File: src/rtl/arb_pkg.sv
// Shared definitions for the round-robin register write arbiter.
package arb_pkg;

    typedef enum logic {
        IDLE  = 1'b0,
        WRITE = 1'b1
    } arb_state_t;

    localparam int WIDTH_DEF = 32;
    localparam int CNT_W_DEF = 16;

endpackage : arb_pkg

File: src/rtl/rr_pick.sv
// Combinational round-robin selector: first requester at or above ptr, wrapping modulo NREQ.
module rr_pick #(
    parameter int NREQ = 4,
    parameter int PW   = (NREQ > 1) ? $clog2(NREQ) : 1
) (
    input  logic [NREQ-1:0] req,
    input  logic [PW-1:0]   ptr,
    output logic            valid,
    output logic [PW-1:0]   winner,
    output logic [NREQ-1:0] gnt
);

    int idx;

    always_comb begin
        valid  = 1'b0;
        winner = '0;
        idx    = 0;
        for (int k = 0; k < NREQ; k++) begin
            idx = (int'(ptr) + k) % NREQ;
            if (!valid && req[idx[PW-1:0]]) begin
                valid  = 1'b1;
                winner = idx[PW-1:0];
            end
        end
    end

    generate
        for (genvar gi = 0; gi < NREQ; gi++) begin : g_gnt
            assign gnt[gi] = valid && (winner == PW'(gi));
        end
    endgenerate

endmodule : rr_pick

File: src/rtl/reg_write_arbiter.sv
// Round-robin arbiter granting one-cycle writes into a shared register; one write per two cycles at most.
module reg_write_arbiter
    import arb_pkg::*;
#(
    parameter int NREQ  = 4,
    parameter int WIDTH = WIDTH_DEF,
    parameter int CNT_W = CNT_W_DEF
) (
    input  logic                  clk,
    input  logic                  rst,
    input  logic [NREQ-1:0]       req,
    input  logic [NREQ*WIDTH-1:0] wdata_in,
    output logic [NREQ-1:0]       ack,
    output logic                  reg_we,
    output logic [WIDTH-1:0]      reg_wdata,
    output logic                  busy,
    output logic [CNT_W-1:0]      write_count
);

    localparam int PW = (NREQ > 1) ? $clog2(NREQ) : 1;

    arb_state_t        state_reg, state_next;
    logic [PW-1:0]     ptr_reg, ptr_next;
    logic [NREQ-1:0]   ack_reg, ack_next;
    logic              we_reg, we_next;
    logic [WIDTH-1:0]  wdata_reg, wdata_next;
    logic [CNT_W-1:0]  count_reg, count_next;

    logic              pick_valid;
    logic [PW-1:0]     pick_winner;
    logic [NREQ-1:0]   pick_gnt;
    logic [WIDTH-1:0]  wdata_arr [NREQ];

    generate
        for (genvar gi = 0; gi < NREQ; gi++) begin : g_unpack
            assign wdata_arr[gi] = wdata_in[gi*WIDTH +: WIDTH];
        end
    endgenerate

    rr_pick #(
        .NREQ (NREQ),
        .PW   (PW)
    ) u_rr_pick (
        .req    (req),
        .ptr    (ptr_reg),
        .valid  (pick_valid),
        .winner (pick_winner),
        .gnt    (pick_gnt)
    );

    always_ff @(posedge clk) begin
        if (rst) begin
            state_reg <= IDLE;
            ptr_reg   <= '0;
            ack_reg   <= '0;
            we_reg    <= 1'b0;
            wdata_reg <= '0;
            count_reg <= '0;
        end else begin
            state_reg <= state_next;
            ptr_reg   <= ptr_next;
            ack_reg   <= ack_next;
            we_reg    <= we_next;
            wdata_reg <= wdata_next;
            count_reg <= count_next;
        end
    end

    always_comb begin
        state_next = state_reg;
        ptr_next   = ptr_reg;
        ack_next   = '0;
        we_next    = 1'b0;
        wdata_next = wdata_reg;
        count_next = count_reg;
        case (state_reg)
            IDLE: begin
                if (pick_valid) begin
                    ack_next   = pick_gnt;
                    we_next    = 1'b1;
                    wdata_next = wdata_arr[pick_winner];
                    // Pointer moves just past the winner so it has lowest priority next round.
                    if (pick_winner == PW'(NREQ - 1))
                        ptr_next = '0;
                    else
                        ptr_next = pick_winner + 1'b1;
                    count_next = count_reg + 1'b1;
                    state_next = WRITE;
                end
            end
            WRITE: begin
                // Requests are ignored here; this enforces the two-cycle write spacing.
                state_next = IDLE;
            end
            default: state_next = IDLE;
        endcase
    end

    assign ack         = ack_reg;
    assign reg_we      = we_reg;
    assign reg_wdata   = wdata_reg;
    assign busy        = (state_reg == WRITE);
    assign write_count = count_reg;

endmodule : reg_write_arbiter

File: config.mk
export PLATFORM = sky130hd
export DESIGN_NAME = reg_write_arbiter
export DESIGN_NICKNAME = d
export VERILOG_FILES = /design/src/rtl/arb_pkg.sv /design/src/rtl/rr_pick.sv /design/src/rtl/reg_write_arbiter.sv
export SDC_FILE = /design/constraint.sdc
export NUM_CORES = 1
export LEC_CHECK = 0
export CORE_MARGIN = 5
export CORE_UTILIZATION = 38
export CTS_CLUSTER_SIZE = 28
export DETAILED_ROUTE_END_ITERATION = 6
export GPL_TIMING_DRIVEN = 0
export PLACE_DENSITY = 0.86
export REMOVE_ABC_BUFFERS = 1
export SKIP_CTS_REPAIR_TIMING = 1
export SYNTH_ARGS = -nofsm -noshare
export SYNTH_HDL_FRONTEND = slang
export SYNTH_SLANG_ARGS = --single-unit
export TNS_END_PERCENT = 10
File: constraint.sdc
create_clock -name clk -period 4.3 [get_ports clk]
set_clock_uncertainty 0.1 [all_clocks]
set_input_delay 0.86 -clock clk [delete_from_list [all_inputs] [get_ports clk]]
set_output_delay 0.86 -clock clk [all_outputs]
set_load 0.02 [all_outputs]
==> results.md <==
- Post-Synthesis Cells: 312
- Status: complete, but fails checks
- Global-route wire length before repair: 15900 µm
- Root buf cell: clkbuf_8
- DRT Wirelength: 10700 µm
- EDFF count, synth: 0
- Fillers: 563
- CTS buffer count: 5
- Total GRT Usage: 22.5%
- I/O pin cnt: between 150 and 200
- Final total power: 1370 µW
- GR Overflow Total: 0
- Via count: around 3200
- Post-synthesis compound-gate area fraction: 30.5%
- Worst setup margin: about 1.1 ns
- HP Class: flip-flop to flip-flop
- Port Buffer Count: 187
- Diodes inserted: 0
- Initial antenna violation count: 0
- Syn Area/Cell: 8.70 µm²
- Clock power share: 22.0%
- Dominant synthesized flop cell: dfxtp_1
- CTS tree: built
- Die height: 94.5 µm
- Worst rel slew slack: 18.6%
- Post-Syn Area: 2720 µm²
- H-tree levels: 2
- Share of layout cells above drive strength 1: under 10%
- Initial Util: approximately 40%
- Area share of the largest cell type after synthesis: 40.6%
- YS warnings: 0
- Dpl cell area: 4580 µm²
- Largest net degree at the start of global routing: 41
- Row count: 30
- DRC: 10
- CP endpoint kind: flip-flop
- Sequential area share after synthesis: 40.6%
- ANT nets after route: 0
- DP Wirelength: 7820 µm
- Seq cells post-synth: 55
- Routability cong.: between 0.7 and 0.8
- Iteration-0 DRC count of the detailed router: 199
- Worst vdd ir: around 0.00023 V
- Sink Count: 55
- F_max: 311 MHz
- Core Box Area: 6870 µm²
- Largest family of logic cells by synthesized area: compound AO/OA/AOI/OAI gates
- DR vias/cell: 5.66
- Worst-margin pin slew: 1.22 ns
- Switching Fraction: 31.4%
- Final setup viols: 0
- Asr flop ratio synth: 0%
- Post-Layout Inst Area: about 4700 µm²
- Drt pass-1 iters: 7
- Most common cell in the netlist: dfxtp_1
- Pre-CTS WS: 0.642 ns
- Final net count: 608
- Largest cells by area after synthesis: dfxtp_1 (41%), a222oi_1 (12%), a211oi_1 (9.1%)
- Synth cell types: 38
- CP max FO: 33
- NetSw: around 430 µW
- Startpoint type of the worst setup path: input pin
- Post-synth top cells: dfxtp_1 (55), nor2_1 (52), a21oi_1 (37), a211oi_1 (33), a222oi_1 (32)
- CTS max path bufs: 2
- Data required time of the worst path: 4.42 ns
- Period utilisation layout: between 70% and 80%
- Vias in the first global route: 3287
- Sequential cell fraction of total power: 42.6%
- Synth Area in Simple Gates: 18.1%
- DIE WIDTH: between 90 and 100 µm
- Max reg flops: 32
- Slew Viols, Final: 0
- Max-cap violation count: 0
- Wire per inst: around 19 µm
- Final hold vios: 0
- Pwr dens: 293 nW/µm²
- Post-synthesis adder-cell area fraction: 0.461%
- Worst-path clk slew: 0.09 ns
- Clk_lat worst skew: 0.31 ns
- CP Class: input pin to flip-flop
- Combinational power share: a little over a third
- Post-Synth XOR/XNOR Area: 4.52%
- Multiplexer share of the synthesized area: 0%
- Synth-to-Final Area Change: 72.3%
- RSZ-0062 raised after global routing: no
- TNS Setup: 0 ns
- Minimum clock period after layout: between 3 and 4 ns
- Critical Path AT: between 3 and 4 ns
- Leakage power total: 0.00165 µW
- Synth area leader: dfxtp_1
- Violated checks: design-rule violations
- P_int: 942 µW
- Die Footprint: 8940 µm²
## final cells by class
class | count | area [µm²] | area share, %
inverter | 2 | 7.51 | 0.160
clock inverter | 2 | 16.3 | 0.348
sequential | 55 | 1100 | 23.5
clock buffer | 6 | 82.6 | 1.77
multi-input combinational | 221 | 1460 | 31.3
timing repair buffer | 188 | 1890 | 40.3
tap | 96 | 120 | 2.57
## cells in the final DEF (no fill, tap or decap), types with 3 or more instances in the layout
cell type,count
nor2_1,51
and2_1,4
nor3_2,5
clkdlybuf4s50_1,186
nand3_1,5
nand2_1,7
a222oi_1,32
o21ai_0,4
xor2_1,4
a211oi_1,33
xnor2_1,10
dfxtp_1,55
clkbuf_8,6
nor3_1,3
a21oi_1,37
## worst paths after layout
path | endpoint | startpoint | slack (ns) | cells past startpoint
setup / recovery | reg_wdata[6]$_SDFFE_PP0P_ | req[0] | 1.09 | 6
hold / removal | reg_wdata[1]$_SDFFE_PP0P_ | reg_wdata[1]$_SDFFE_PP0P_ | 0.40 | 2
setup reg to reg | reg_wdata[6]$_SDFFE_PP0P_ | ptr_reg[1]$_SDFFE_PP0P_ | 1.82 | 5
hold reg to reg | reg_wdata[1]$_SDFFE_PP0P_ | reg_wdata[1]$_SDFFE_PP0P_ | 0.40 | 2
## logic make-up (layout without fill, tap and decap cells)
family / Yosys count / in the layout
DFF: 55 / 55
and+or+nand+nor: 94 / 94
AOI/OAI and AO/OA: 112 / 112
xor gates and xnor gates: 14 / 14
adders and majority gates: 1 / 1
buffers and inverters: 36 / 198
## power groups by stage
| stage | Combinational, µW | Sequential, µW | Clock [µW] |
|---|---|---|---|
| 2_1_floorplan | 153 | 646 | 0 |
| 3_3_place_gp | 476 | 592 | 0 |
| 3_5_place_dp | 484 | 596 | 0 |
| 4_1_cts | 486 | 584 | 311 |
| 5_1_grt | 517 | 591 | 335 |
| 6_report | 485 | 584 | 303 |
## stage by stage
step,util (%),cells,hold slack (ns)
3_5_place_dp,66.6,562,0.394
2_1_floorplan,-,278,0.423
4_1_cts,68.1,570,0.405
6_report,68.1,570,0.404
5_1_grt,68.1,570,0.426
3_3_place_gp,66.3,561,0.380
## metal layers
layer / track usage [%] / vias up / part of all wire, %
li1: - / 1512 / -
met1: 24.8 / 1531 / 37
met2: 40.2 / 165 / 51
met3: 7.57 / 20 / 9.7
met4: 8.05 / 0 / 2.5
met5: 0 / - / 0
## worst max-delay path, cell delays in order
cell and delay [ns]:
clkdlybuf4s50_1 0.58, nor2b_1 0.22, o21ai_0 0.16, o211a_1 0.97
a222oi_1 0.26, a211oi_1 0.27
Note: power is estimated with default switching activity, not from simulation.
